[src/rtl/mem_port_arbiter_pkg.sv]
// Shared types and helpers for the instruction/data memory port arbiter.
package mem_port_arbiter_pkg;

  localparam int unsigned ARB_ADDR_W_DEF     = 32;
  localparam int unsigned ARB_DATA_W_DEF     = 32;
  localparam int unsigned ARB_STREAK_MAX_DEF = 4;

  // Transaction phase of the single outstanding bus access
  typedef enum logic [1:0] {
    ST_IDLE = 2'd0,
    ST_REQ  = 2'd1,
    ST_WAIT = 2'd2
  } arb_state_e;

  // Which port the outstanding transaction belongs to
  typedef enum logic {
    OWN_IF = 1'b0,
    OWN_DM = 1'b1
  } arb_owner_e;

  // Width of a counter able to hold 0..max_val
  function automatic int unsigned streak_w(input int unsigned max_val);
    return (max_val < 2) ? 1 : $clog2(max_val + 1);
  endfunction

endpackage

[src/rtl/mem_port_arbiter_pick.sv]
// Grant selection between fetch and data ports plus the data-streak counter
// that forces a fetch grant after STREAK_MAX back-to-back data grants.
module mem_port_arbiter_pick
  import mem_port_arbiter_pkg::*;
#(
  parameter int unsigned STREAK_MAX = ARB_STREAK_MAX_DEF
) (
  input  logic clk_i,
  input  logic rst_ni,
  input  logic if_req_i,
  input  logic dm_req_i,
  input  logic if_flush_i,
  input  logic grant_evt_i,
  output logic grant_dm_c_o,
  output logic grant_if_c_o
);

  localparam int unsigned SW = streak_w(STREAK_MAX);

  logic [SW-1:0] streak_q;
  logic [SW-1:0] streak_d;
  logic          fetch_due_c;

  // Pick the winner and compute the next streak value on arbitration cycles
  always_comb begin
    fetch_due_c  = if_req_i && (streak_q == SW'(STREAK_MAX));
    grant_dm_c_o = dm_req_i && !fetch_due_c;
    grant_if_c_o = !grant_dm_c_o && if_req_i && !if_flush_i;
    streak_d     = streak_q;
    if (grant_evt_i) begin
      if (!if_req_i) begin
        streak_d = '0;
      end else if (grant_dm_c_o) begin
        streak_d = (streak_q == SW'(STREAK_MAX)) ? streak_q : streak_q + SW'(1);
      end else if (grant_if_c_o) begin
        streak_d = '0;
      end
    end
  end

  // Streak counter register
  always_ff @(posedge clk_i) begin
    if (!rst_ni) begin
      streak_q <= '0;
    end else begin
      streak_q <= streak_d;
    end
  end

endmodule

[src/rtl/mem_port_arbiter.sv]
// Shares one memory bus between the fetch and data ports of the core with a
// single outstanding transaction; routes responses back and drops responses
// of fetches that were flushed while in flight.
module mem_port_arbiter
  import mem_port_arbiter_pkg::*;
#(
  parameter int unsigned ADDR_W     = ARB_ADDR_W_DEF,
  parameter int unsigned DATA_W     = ARB_DATA_W_DEF,
  parameter int unsigned STREAK_MAX = ARB_STREAK_MAX_DEF
) (
  input  logic                clk,
  input  logic                rst,
  input  logic                if_req,
  input  logic [ADDR_W-1:0]   if_addr,
  input  logic                if_flush,
  output logic                if_rvalid,
  output logic [DATA_W-1:0]   if_rdata,
  output logic                if_stall,
  input  logic                dm_req,
  input  logic                dm_we,
  input  logic [DATA_W/8-1:0] dm_be,
  input  logic [ADDR_W-1:0]   dm_addr,
  input  logic [DATA_W-1:0]   dm_wdata,
  output logic                dm_rvalid,
  output logic [DATA_W-1:0]   dm_rdata,
  output logic                dm_err,
  output logic                dm_stall,
  output logic                bus_req,
  output logic                bus_we,
  output logic [DATA_W/8-1:0] bus_be,
  output logic [ADDR_W-1:0]   bus_addr,
  output logic [DATA_W-1:0]   bus_wdata,
  input  logic                bus_gnt,
  input  logic                bus_rvalid,
  input  logic [DATA_W-1:0]   bus_rdata,
  input  logic                bus_err
);

  localparam int unsigned BE_W = DATA_W / 8;

  arb_state_e          state_q,     state_d;
  arb_owner_e          owner_q,     owner_d;
  logic                drop_q,      drop_d;
  logic                bus_req_q,   bus_req_d;
  logic                bus_we_q,    bus_we_d;
  logic [BE_W-1:0]     bus_be_q,    bus_be_d;
  logic [ADDR_W-1:0]   bus_addr_q,  bus_addr_d;
  logic [DATA_W-1:0]   bus_wdata_q, bus_wdata_d;

  logic grant_dm_c;
  logic grant_if_c;
  logic resp_c;

  mem_port_arbiter_pick #(
    .STREAK_MAX (STREAK_MAX)
  ) u_pick (
    .clk_i        (clk),
    .rst_ni       (rst),
    .if_req_i     (if_req),
    .dm_req_i     (dm_req),
    .if_flush_i   (if_flush),
    .grant_evt_i  (state_q == ST_IDLE),
    .grant_dm_c_o (grant_dm_c),
    .grant_if_c_o (grant_if_c)
  );

  // Next-state logic: arbitrate in IDLE, hold request until grant, await response
  always_comb begin
    state_d     = state_q;
    owner_d     = owner_q;
    drop_d      = drop_q;
    bus_req_d   = bus_req_q;
    bus_we_d    = bus_we_q;
    bus_be_d    = bus_be_q;
    bus_addr_d  = bus_addr_q;
    bus_wdata_d = bus_wdata_q;
    unique case (state_q)
      ST_IDLE: begin
        drop_d = 1'b0;
        if (grant_dm_c) begin
          owner_d     = OWN_DM;
          bus_we_d    = dm_we;
          bus_be_d    = dm_be;
          bus_addr_d  = dm_addr;
          bus_wdata_d = dm_wdata;
          bus_req_d   = 1'b1;
          state_d     = ST_REQ;
        end else if (grant_if_c) begin
          owner_d     = OWN_IF;
          bus_we_d    = 1'b0;
          bus_be_d    = '1;
          bus_addr_d  = if_addr;
          bus_wdata_d = '0;
          bus_req_d   = 1'b1;
          state_d     = ST_REQ;
        end
      end
      ST_REQ: begin
        if ((owner_q == OWN_IF) && if_flush) begin
          drop_d = 1'b1;
        end
        // A response arriving alongside the grant is stale and ignored
        if (bus_gnt) begin
          bus_req_d = 1'b0;
          state_d   = ST_WAIT;
        end
      end
      ST_WAIT: begin
        if ((owner_q == OWN_IF) && if_flush) begin
          drop_d = 1'b1;
        end
        if (bus_rvalid) begin
          drop_d  = 1'b0;
          state_d = ST_IDLE;
        end
      end
      default: begin
        bus_req_d = 1'b0;
        drop_d    = 1'b0;
        state_d   = ST_IDLE;
      end
    endcase
  end

  // State, ownership and bus command registers
  always_ff @(posedge clk) begin
    if (!rst) begin
      state_q     <= ST_IDLE;
      owner_q     <= OWN_DM;
      drop_q      <= 1'b0;
      bus_req_q   <= 1'b0;
      bus_we_q    <= 1'b0;
      bus_be_q    <= '0;
      bus_addr_q  <= '0;
      bus_wdata_q <= '0;
    end else begin
      state_q     <= state_d;
      owner_q     <= owner_d;
      drop_q      <= drop_d;
      bus_req_q   <= bus_req_d;
      bus_we_q    <= bus_we_d;
      bus_be_q    <= bus_be_d;
      bus_addr_q  <= bus_addr_d;
      bus_wdata_q <= bus_wdata_d;
    end
  end

  // Same-cycle response routing; a flush in the response cycle discards a fetch
  always_comb begin
    resp_c    = (state_q == ST_WAIT) && bus_rvalid;
    if_rvalid = resp_c && (owner_q == OWN_IF) && !drop_q && !if_flush;
    dm_rvalid = resp_c && (owner_q == OWN_DM);
    if_rdata  = if_rvalid ? bus_rdata : '0;
    dm_rdata  = dm_rvalid ? bus_rdata : '0;
    dm_err    = dm_rvalid && bus_err;
    if_stall  = if_req && !if_rvalid;
    dm_stall  = dm_req && !dm_rvalid;
  end

  assign bus_req   = bus_req_q;
  assign bus_we    = bus_we_q;
  assign bus_be    = bus_be_q;
  assign bus_addr  = bus_addr_q;
  assign bus_wdata = bus_wdata_q;

endmodule

[config.mk]
export PLATFORM = sky130hd
export DESIGN_NAME = mem_port_arbiter
export DESIGN_NICKNAME = d
export VERILOG_FILES = /design/src/rtl/mem_port_arbiter_pkg.sv /design/src/rtl/mem_port_arbiter_pick.sv /design/src/rtl/mem_port_arbiter.sv
export SDC_FILE = /design/constraint.sdc
export NUM_CORES = 1
export LEC_CHECK = 0
export BUFFER_PORTS_ARGS = -buffer_cell sky130_fd_sc_hd__buf_2
export CORE_AREA = 4 4 106 108
export CTS_BUF_LIST = sky130_fd_sc_hd__clkbuf_8
export DETAILED_ROUTE_END_ITERATION = 10
export DIE_AREA = 0 0 110 112
export PLACE_DENSITY = 0.73
export RECOVER_POWER = 100
export SLEW_MARGIN = 20
export SYNTH_ARGS = -nofsm -noshare
export SYNTH_HDL_FRONTEND = slang
export SYNTH_SLANG_ARGS = --single-unit
[constraint.sdc]
create_clock -name clk -period 2.2 [get_ports clk]
set_clock_uncertainty 0.2 [all_clocks]
set_input_delay 0.55 -clock clk [delete_from_list [all_inputs] [get_ports clk]]
set_output_delay 0.55 -clock clk [all_outputs]
set_load 0.01 [all_outputs]
Yosys cells after proc, flatten, opt, wreduce, memory -nomap -nowiden
Cells that the tools add are included.
{"block": "word_totals", "elab_cells": 72, "out_inout_bits": 139, "in_bits": 141, "regBits": 77}
{"block": "op_classes", "muxes": 27, "addsub": 1, "n_bitwise": 2, "eq_ne": 8, "n_reduce_logical": 25}
{"cell": "$mux 32", "count": 6}
{"cell": "$logic_and 1x1->1", "count": 13}
{"cell": "$mux 3", "count": 4}
{"cell": "$reduce_and 3->1", "count": 3}
{"cell": "$mux 1", "count": 8}
{"cell": "$mux 2", "count": 4}
{"cell": "$mux 4", "count": 2}
{"cell": "$logic_not 1->1", "count": 6}
{"cell": "$ne 3x3->1 const B", "count": 2}
{"cell": "$pmux 2 s3", "count": 1}
{"cell": "$ne 2x2->1 const B", "count": 2}
{"cell": "$add 3x1->3 const B", "count": 1}
{"cell": "$eq 3x3->1 const B", "count": 1}
{"cell": "$ne 3x1->1 const B", "count": 1}
{"cell": "$pmux 1 s3", "count": 1}
{"cell": "$eq 2x1->1 const B", "count": 1}
{"cell": "$eq 2x2->1 const B", "count": 1}
{"cell": "$logic_not 2->1", "count": 1}
{"cell": "$not 1->1", "count": 2}
{"cell": "$pmux 1 s2", "count": 1}
{"cell": "$reduce_and 2->1", "count": 1}
{"cell": "$reduce_bool 2->1", "count": 1}

Longest topological paths before layout
Gate-level depths: netlist of run 1.
{"block": "depth", "depth_word": 10, "ltp_mapped": 8, "depth_no_buf": 6}

Hierarchy
From an unflattened synthesis of run 1, not the netlist that was laid out.
{"block": "hier_totals", "cells_unflattened": 439, "hier_area_um2": 3916.3}
{"mod": "mem_port_arbiter", "cells_each": 412, "seq_area_each_um2": 1481.4, "area_per_inst_um2": 3694.8, "instances": 1}
{"mod": "mem_port_arbiter_pick", "cells_each": 27, "seq_area_each_um2": 60.1, "area_per_inst_um2": 221.5, "instances": 1}

Worst setup path after synthesis of run 1
Ideal clock, no wire load.
{"block": "synth_timing", "kind": "flip-flop to output port", "startpoint": "register state_q[0]", "endpoint": "output dm_rdata[22]", "required_time_ps": 1450, "t_arrival_ps": 1422, "n_path_buf": 1, "stages_incl_launch_ff": 7, "setup_slack_ps": 28, "cell_sequence": "dfxtp_1 inv_1 ha_1 nand2_1 nor2_1 clkbuf_1 and2_1"}
{"block": "synth_between", "elab_chain_cells": 4}
{"item": "from (decl)", "line": "mem_port_arbiter.sv:41", "rtl": "arb_state_e state_q, state_d;"}
{"item": "from (signal assigned)", "line": "mem_port_arbiter.sv:137", "rtl": "state_q <= state_d;"}
{"item": "$eq 2x2->1", "line": "mem_port_arbiter.sv:150", "rtl": "resp_c = (state_q == ST_WAIT) && bus_rvalid;"}
{"item": "$logic_and 1x1->1", "line": "mem_port_arbiter.sv:150"}
{"item": "$logic_and 1x1->1", "line": "mem_port_arbiter.sv:152", "rtl": "dm_rvalid = resp_c && (owner_q == OWN_DM);"}
{"item": "named net dm_rvalid", "line": "mem_port_arbiter.sv:24", "rtl": "output logic dm_rvalid,"}
{"item": "$mux 32", "line": "mem_port_arbiter.sv:154", "rtl": "dm_rdata = dm_rvalid ? bus_rdata : '0;"}
{"item": "to (decl)", "line": "mem_port_arbiter.sv:25", "rtl": "output logic [DATA_W-1:0] dm_rdata,"}
The timed path passes the listed nets, and every way through them passes these cells.

Worst setup path in the final report of run 1
{"block": "layout_timing", "startpoint": "register state_q[0]", "endpoint": "output if_rdata[26]"}
{"block": "layout_between", "elab_chain_cells": 6}
{"item": "$eq 2x2->1", "line": "mem_port_arbiter.sv:150"}
{"item": "$logic_and 1x1->1", "line": "mem_port_arbiter.sv:150"}
{"item": "$logic_and 1x1->1 (3 in series)", "line": "mem_port_arbiter.sv:151", "rtl": "if_rvalid = resp_c && (owner_q == OWN_IF) && !drop_q && !if_flush;"}
{"item": "$mux 32", "line": "mem_port_arbiter.sv:153", "rtl": "if_rdata = if_rvalid ? bus_rdata : '0;"}
{"item": "to (decl)", "line": "mem_port_arbiter.sv:17", "rtl": "output logic [DATA_W-1:0] if_rdata,"}
Every way passes these cells.

==> results of run 1 <==
layout by cell type, fill, tap and decap left out, types with 2 or more instances in the layout:
cell       count
buf_2        177
clkbuf_8      10
buf_4          7
clkbuf_1      70
and2_4        31
o221ai_1      32
nor2_2        21
buf_6         43
o221a_2        4
o21ai_0        3
ha_1           4
dfxtp_2        2
nor2_1        47
nand3_1       37
inv_1          6
and3_1         2
o21ai_1        2
a21boi_0      33
nor2b_1        5
o31ai_1        2
nand2_1       37
buf_12         5
and2_1        34
or3_1          2
dfxtp_1       75
bufinv_16      2
a21oi_1        5
stage by stage:
stage	cells	worst slack, ns	total power, uW	util, %	cell area (um2)
after floorplan	434	0.0276	2220	-	3670
after global placement	825	-0.000111	2620	50.9	5200
after detailed placement	825	-0.0454	2650	50.9	5200
after CTS	848	-0.274	3830	56.1	5740
after global routing	853	-0.273	3980	56.4	5770
final	853	-0.204	3760	56.4	5770
cells by family (layout without fill, tap and decap cells):
family / Yosys count / count (layout) / share of synthesized area [%]
buffers and inverters: 42 / 324 / 5.89
and+or+nand+nor: 224 / 224 / 31.9
adders and majority gates: 5 / 5 / 1.70
AOI/OAI and AO/OA: 86 / 86 / 18.6
DFF: 77 / 77 / 42.0
other: 0 / 1 / 0
where the power goes:
group | switching (uW) | internal [uW]
registers | 95.4 | 1560
logic | 563 | 403
clock network | 485 | 658
total | 1140 | 2620
critical path, cell delays in order (launching register included):
cell and delay (ns):
dfxtp_2 0.33, inv_2 0.08, ha_4 0.15, nand2_4 0.05, nor4_4 0.14, buf_6 0.19, buf_6 0.13, and2_4 0.14
buf_6 0.10
state kept, by name, indices dropped and copies added (netlist names):
| signal | flops |
|---|---|
| owner_q | 1 |
| bus_addr | 32 |
| bus_be | 4 |
| state_q | 2 |
| bus_we | 1 |
| bus_wdata | 32 |
| drop_q | 1 |
| u_pick.streak_q | 3 |
| bus_req | 1 |
layout make-up:
type	instances	area [um2]
Timing Repair Buffer	303	1790
Clock inverter	5	76.3
Sequential cell	77	1540
Antenna cell	1	2.50
Clock buffer	10	138
Inverter	6	22.5
Multi-Input combinational cell	315	2020
Fill cell	969	4460
Tap cell	136	170
how the worst min path moves through the flow:
stage	end	slack, ns	depth (start not counted)
6_report	bus_wdata[22]$_SDFFE_PN0P_	0.26	3
5_1_grt	bus_wdata[6]$_SDFFE_PN0P_	0.24	3
4_1_cts	bus_wdata[6]$_SDFFE_PN0P_	0.23	3
3_5_place_dp	bus_addr[27]$_SDFFE_PN0P_	0.25	2
3_3_place_gp	bus_addr[22]$_SDFFE_PN0P_	0.25	2
2_1_floorplan	state_q[1]$_SDFFE_PN0P_	0.25	1
routing by layer:
layer / global-route usage (%) / routed length, um
met1: 21.1 / 4860
met2: 38.7 / 7350
met3: 3.54 / 1010
met4: 12.2 / 466
met5: 0 / 0
repair_timing:
| action | in CTS | in global routing |
|---|---|---|
| pin swaps | 35 | 2 |
| endpoints found under the setup margin | 69 | 69 |
| endpoints found under the hold margin | 0 | 0 |
| cloned | 4 | 1 |
| hold buffers | 0 | 0 |
| setup buffers | 4 | 3 |
| resized for setup | 64 | 23 |
==> metrics, run 1 <==
outcome finished, violations left; number of global-route vias before repair 4267; final setup TNS -9.90 ns; GRT Util Overall 20.8%; CTS tree yes; Starting Density 35.9%; GPL Wtd Cong 1.07; synth warn 0; Critical Path Sink Type primary output; largest net degree at the start of global routing 54; critical path data arrival time 1.65 ns; DRT Pass-1 Iters 4; initial antenna violation count 1; root buffer cell clkbuf_8; syn nets 580; Power Density 652 mW/mm2; worst ir drop on vdd 0.284 mV; area leader, netlist dfxtp_1; worst-skew pair later-pin latency 0.33 ns; mean number of vias per cell 4.96; reg2reg path depth 9; Final Critical Period 2.40 ns; worst r2r src state_q[0]$_SDFFE_PN0P_; Setup Viol. Count Final 67; vias post-DR 4235; final WL 13700 um; slew margin rel. 67.8%; Synth Cell Area 0.00367 mm2; Critical Path Sink if_rdata[26]; Syn Area/Cell 8.46 um2; Crit Path Max Fanout 6; worst hold margin 0.259 ns; share of the synthesized area in the top cell type 42.0%; sequential share of the synthesized area 42.0%; Core ar. 0.0102 mm2; DP HPWL 10100 um; Post-Syn Instances 434; routed len/inst 16.0 um; final hold viol count 0; Data required, critical path 1.45 ns; Worst-path clk slew 0.08 ns; crit path kind reg -> out; layout cells sized above 1 43.9%; Final period util 109%; clk sinks 77; Die Ht 112 um; Detail Route Antenna Nets 0; leakage power 0.00269 uW; r2r endpoint bus_addr[3]$_SDFFE_PN0P_; Area contributors post-synth dfxtp_1 (42%), and2_1 (11%), o221ai_1 (7.6%); Num CTS Buffers 9; Congestion Overflow GR 0; Max Cap Viol 0; first-pass GRT wire length 20400 um; Buffers on Ports 279; Worst Hold Class in -> reg; worst-case clock buffer depth 2; nets 858; number of synthesized register bits 77; Die Footprint 0.0123 mm2; Distinct cells, synth 33; fin. max-slew vios 0; hold path startpoint dm_wdata[22]; initial detailed-routing violation count 232; EDFF count, synth 0; Critical Path Source state_q[0]$_SDFFE_PN0P_; FP Rows 37; DRC Markers 0; Die Span X 110 um; RSZ-0062 raised after global routing yes; htree depth 3; most frequent cell after synthesis dfxtp_1; Synth top cells by count dfxtp_1 (77), and2_1 (65), nor2_1 (48); Startpoint Class flip-flop; worst slew pin tran 0.484 ns; violated checks negative setup slack; worst setup margin -0.204 ns; R2R Setup Slk 0.08 ns; f_max 416 MHz; I/O pin total 280; Layout area overhead 57.0%; Post-synth ARST share 0%; main flop type after synthesis dfxtp_1
Note: power is estimated with default switching activity, not from simulation.
==> run 2, diff against run 1 <==
--- a/config.mk
+++ b/config.mk
@@ -6,11 +6,11 @@
 export NUM_CORES = 1
 export LEC_CHECK = 0
 export BUFFER_PORTS_ARGS = -buffer_cell sky130_fd_sc_hd__buf_2
-export CORE_AREA = 4 4 106 108
+export CORE_AREA = 2 2 110 112
 export CTS_BUF_LIST = sky130_fd_sc_hd__clkbuf_8
 export DETAILED_ROUTE_END_ITERATION = 10
-export DIE_AREA = 0 0 110 112
-export PLACE_DENSITY = 0.73
+export DIE_AREA = 0 0 112 114
+export PLACE_DENSITY = 0.66
 export RECOVER_POWER = 100
 export SLEW_MARGIN = 20
 export SYNTH_ARGS = -nofsm -noshare
==> run 2 against run 1 <==
Critical path depth unchanged. Final area increased by 1.4%. Utilization shrank 6.5 points. Highest routed layer unchanged. Combinational power increased by 1%. Hold slack worse by 0.023 ns. The run still ends with negative setup slack left. Register-to-register slack got worse by 0.24 ns. Count of clock-buffer cells in the layout unchanged. Largest cell class unchanged.
==> metrics, run 2 (synthesis results as in run 1) <==
Slowest-stage cell, CP dfxtp_2; Power Density 675 mW/mm2 (+3.6%); leakage power 0.00271 uW (+0.97%); Worst-path clk slew 0.08 ns (about the same); outcome finished, violations left; root buffer cell clkbuf_8; Critical Path Sink Type primary output; DRC Markers 0 (unchanged); commonest cells after routing, fill and taps aside buf_2 (176), dfxtp_1 (75), clkbuf_1 (71); f_max 410 MHz (-1.4%); Data required, critical path 1.45 ns (about the same); slew margin rel. 69.4% (+1.6 points); Die Span X 112 um (+1.8%); htree depth 3 (unchanged); Final Critical Period 2.44 ns (+0.0344 ns); worst slew pin tran 0.459 ns (-0.0241 ns); Crit Path Max Fanout 6 (unchanged); worst-case clock buffer depth 2 (unchanged); ant diodes 0 (-1); Die Ht 114 um (+1.8%); fillers 1153 (+19%); commonest non-fill, non-tap cell in the layout buf_2; Max Cap Viol 0 (unchanged); final WL 13000 um (-4.7%); Layout area overhead 59.2%; placed cell areas 0.00524 mm2 (+0.65%); critical-path cell list inv_2 > ha_4 > nand2_4 > nor4_4 > buf_6 > buf_6 > and2_4 > buf_6; RSZ-0062 raised after global routing yes; violated checks negative setup slack; hold buffer count at CTS 0 (unchanged); final setup TNS -18.77 ns (-8.88 ns); Congestion Overflow GR 0 (unchanged); number of global-route vias before repair 4228 (-0.91%); CTS tree yes; Final period util 111% (+1.6 points); multi-input logic area 0.00203 mm2 (+0.37%); routed len/inst 15.1 um (-5.9%); crit path kind reg -> out; Die Footprint 0.0128 mm2 (+3.6%); final instance area 0.00585 mm2 (+1.4%); final hold viol count 0 (unchanged); Detail Route Antenna Nets 0 (unchanged); worst ir drop on vdd 0.398 mV (+40%); mean number of vias per cell 4.89 (-1.4%); clk sinks 77 (unchanged); nets 858 (unchanged); Core ar. 0.0117 mm2 (+14%); Critical Path Most Common Cell buf_6; vias post-DR 4228 (-0.17%); GRT Util Overall 19.4% (-1.4 points); fin. max-slew vios 0 (unchanged); slowest cell delay on critical path 0.34 ns (about the same); initial antenna violation count 0 (-1); first-pass GRT wire length 20000 um (-1.6%); GPL Wtd Cong 0.912 (-15%); DP HPWL 9330 um (-7.5%); I/O pin total 280 (unchanged); worst-skew pair later-pin latency 0.35 ns (+0.02 ns); Setup Viol. Count Final 140 (+110%); Num CTS Buffers 9 (unchanged); worst hold margin 0.236 ns (-0.0231 ns); initial detailed-routing violation count 266 (+15%); DRT Pass-1 Iters 4 (unchanged); critical path data arrival time 1.69 ns (+0.04 ns); largest net degree at the start of global routing 78 (+44%); layout cells sized above 1 43.8% (-0.061 points); worst setup margin -0.239 ns (-0.0344 ns); Worst Hold Class in -> reg; Reg area 0.00154 mm2 (unchanged); Starting Density 31.4% (-4.5 points); Buffers on Ports 279 (unchanged); FP Rows 40 (+8.1%); Startpoint Class flip-flop
run 2: area by class of cell:
class                   count  share of cell area, %
repair buffers            303                   31.1
clock inverters             6                   1.90
multi-input cells         315                   34.7
inverters                   6                  0.385
well taps                 147                   3.15
clock buffers              10                   2.35
flip-flops and latches     77                   26.4
run 2: final timing paths:
path / to / slack (ns) / depth (start not counted) / start
max: if_rdata[9] / -0.24 / 8 / state_q[0]$_SDFFE_PN0P_
min: bus_wdata[17]$_SDFFE_PN0P_ / 0.24 / 3 / dm_wdata[17]
max reg2reg: bus_addr[18]$_SDFFE_PN0P_ / -0.16 / 10 / state_q[0]$_SDFFE_PN0P_
min reg2reg: bus_wdata[17]$_SDFFE_PN0P_ / 0.28 / 2 / bus_wdata[17]$_SDFFE_PN0P_
run 2: worst max-delay path, delay by kind of cell, from the launching register on:
family,cells,cell delay (ns)
buffers and inverters,4,0.47
DFF,1,0.34
adders and majority gates,1,0.15
and+or+nand+nor,3,0.38
run 2: per-stage QoR:
step / power, uW / util (%) / std cells / setup slack, ns
6_report: 3950 / 49.9 / 864 / -0.239
5_1_grt: 4170 / 49.9 / 864 / -0.328
4_1_cts: 4030 / 49.5 / 863 / -0.334
3_5_place_dp: 2650 / 44.7 / 837 / -0.0372
3_3_place_gp: 2620 / 44.7 / 837 / 0.00374
2_1_floorplan: 2220 / - / 434 / 0.0276
run 2: what timing repair did:
action	CTS	global route
resized for setup	60	28
pin swaps	34	2
buffers inserted	6	1
endpoints found under the setup margin	69	139
cloned	4	1
run 2: where the power goes:
part           leakage, uW  switching [uW]  total (uW)  internal [uW]
logic              0.00195             562         976            413
clock network     0.000128             539        1320            785
registers         0.000637            94.1        1650           1560
run 2: metal layers:
layer  vias to the layer above  wire length [um]  global-route usage [%]
met3                        30               943                    4.20
met2                       194              6820                    36.4
met4                         0               353                    10.7
li1                       2051                 -                       -
met5                         -                 0                       0
met1                      1953              4930                    20.3
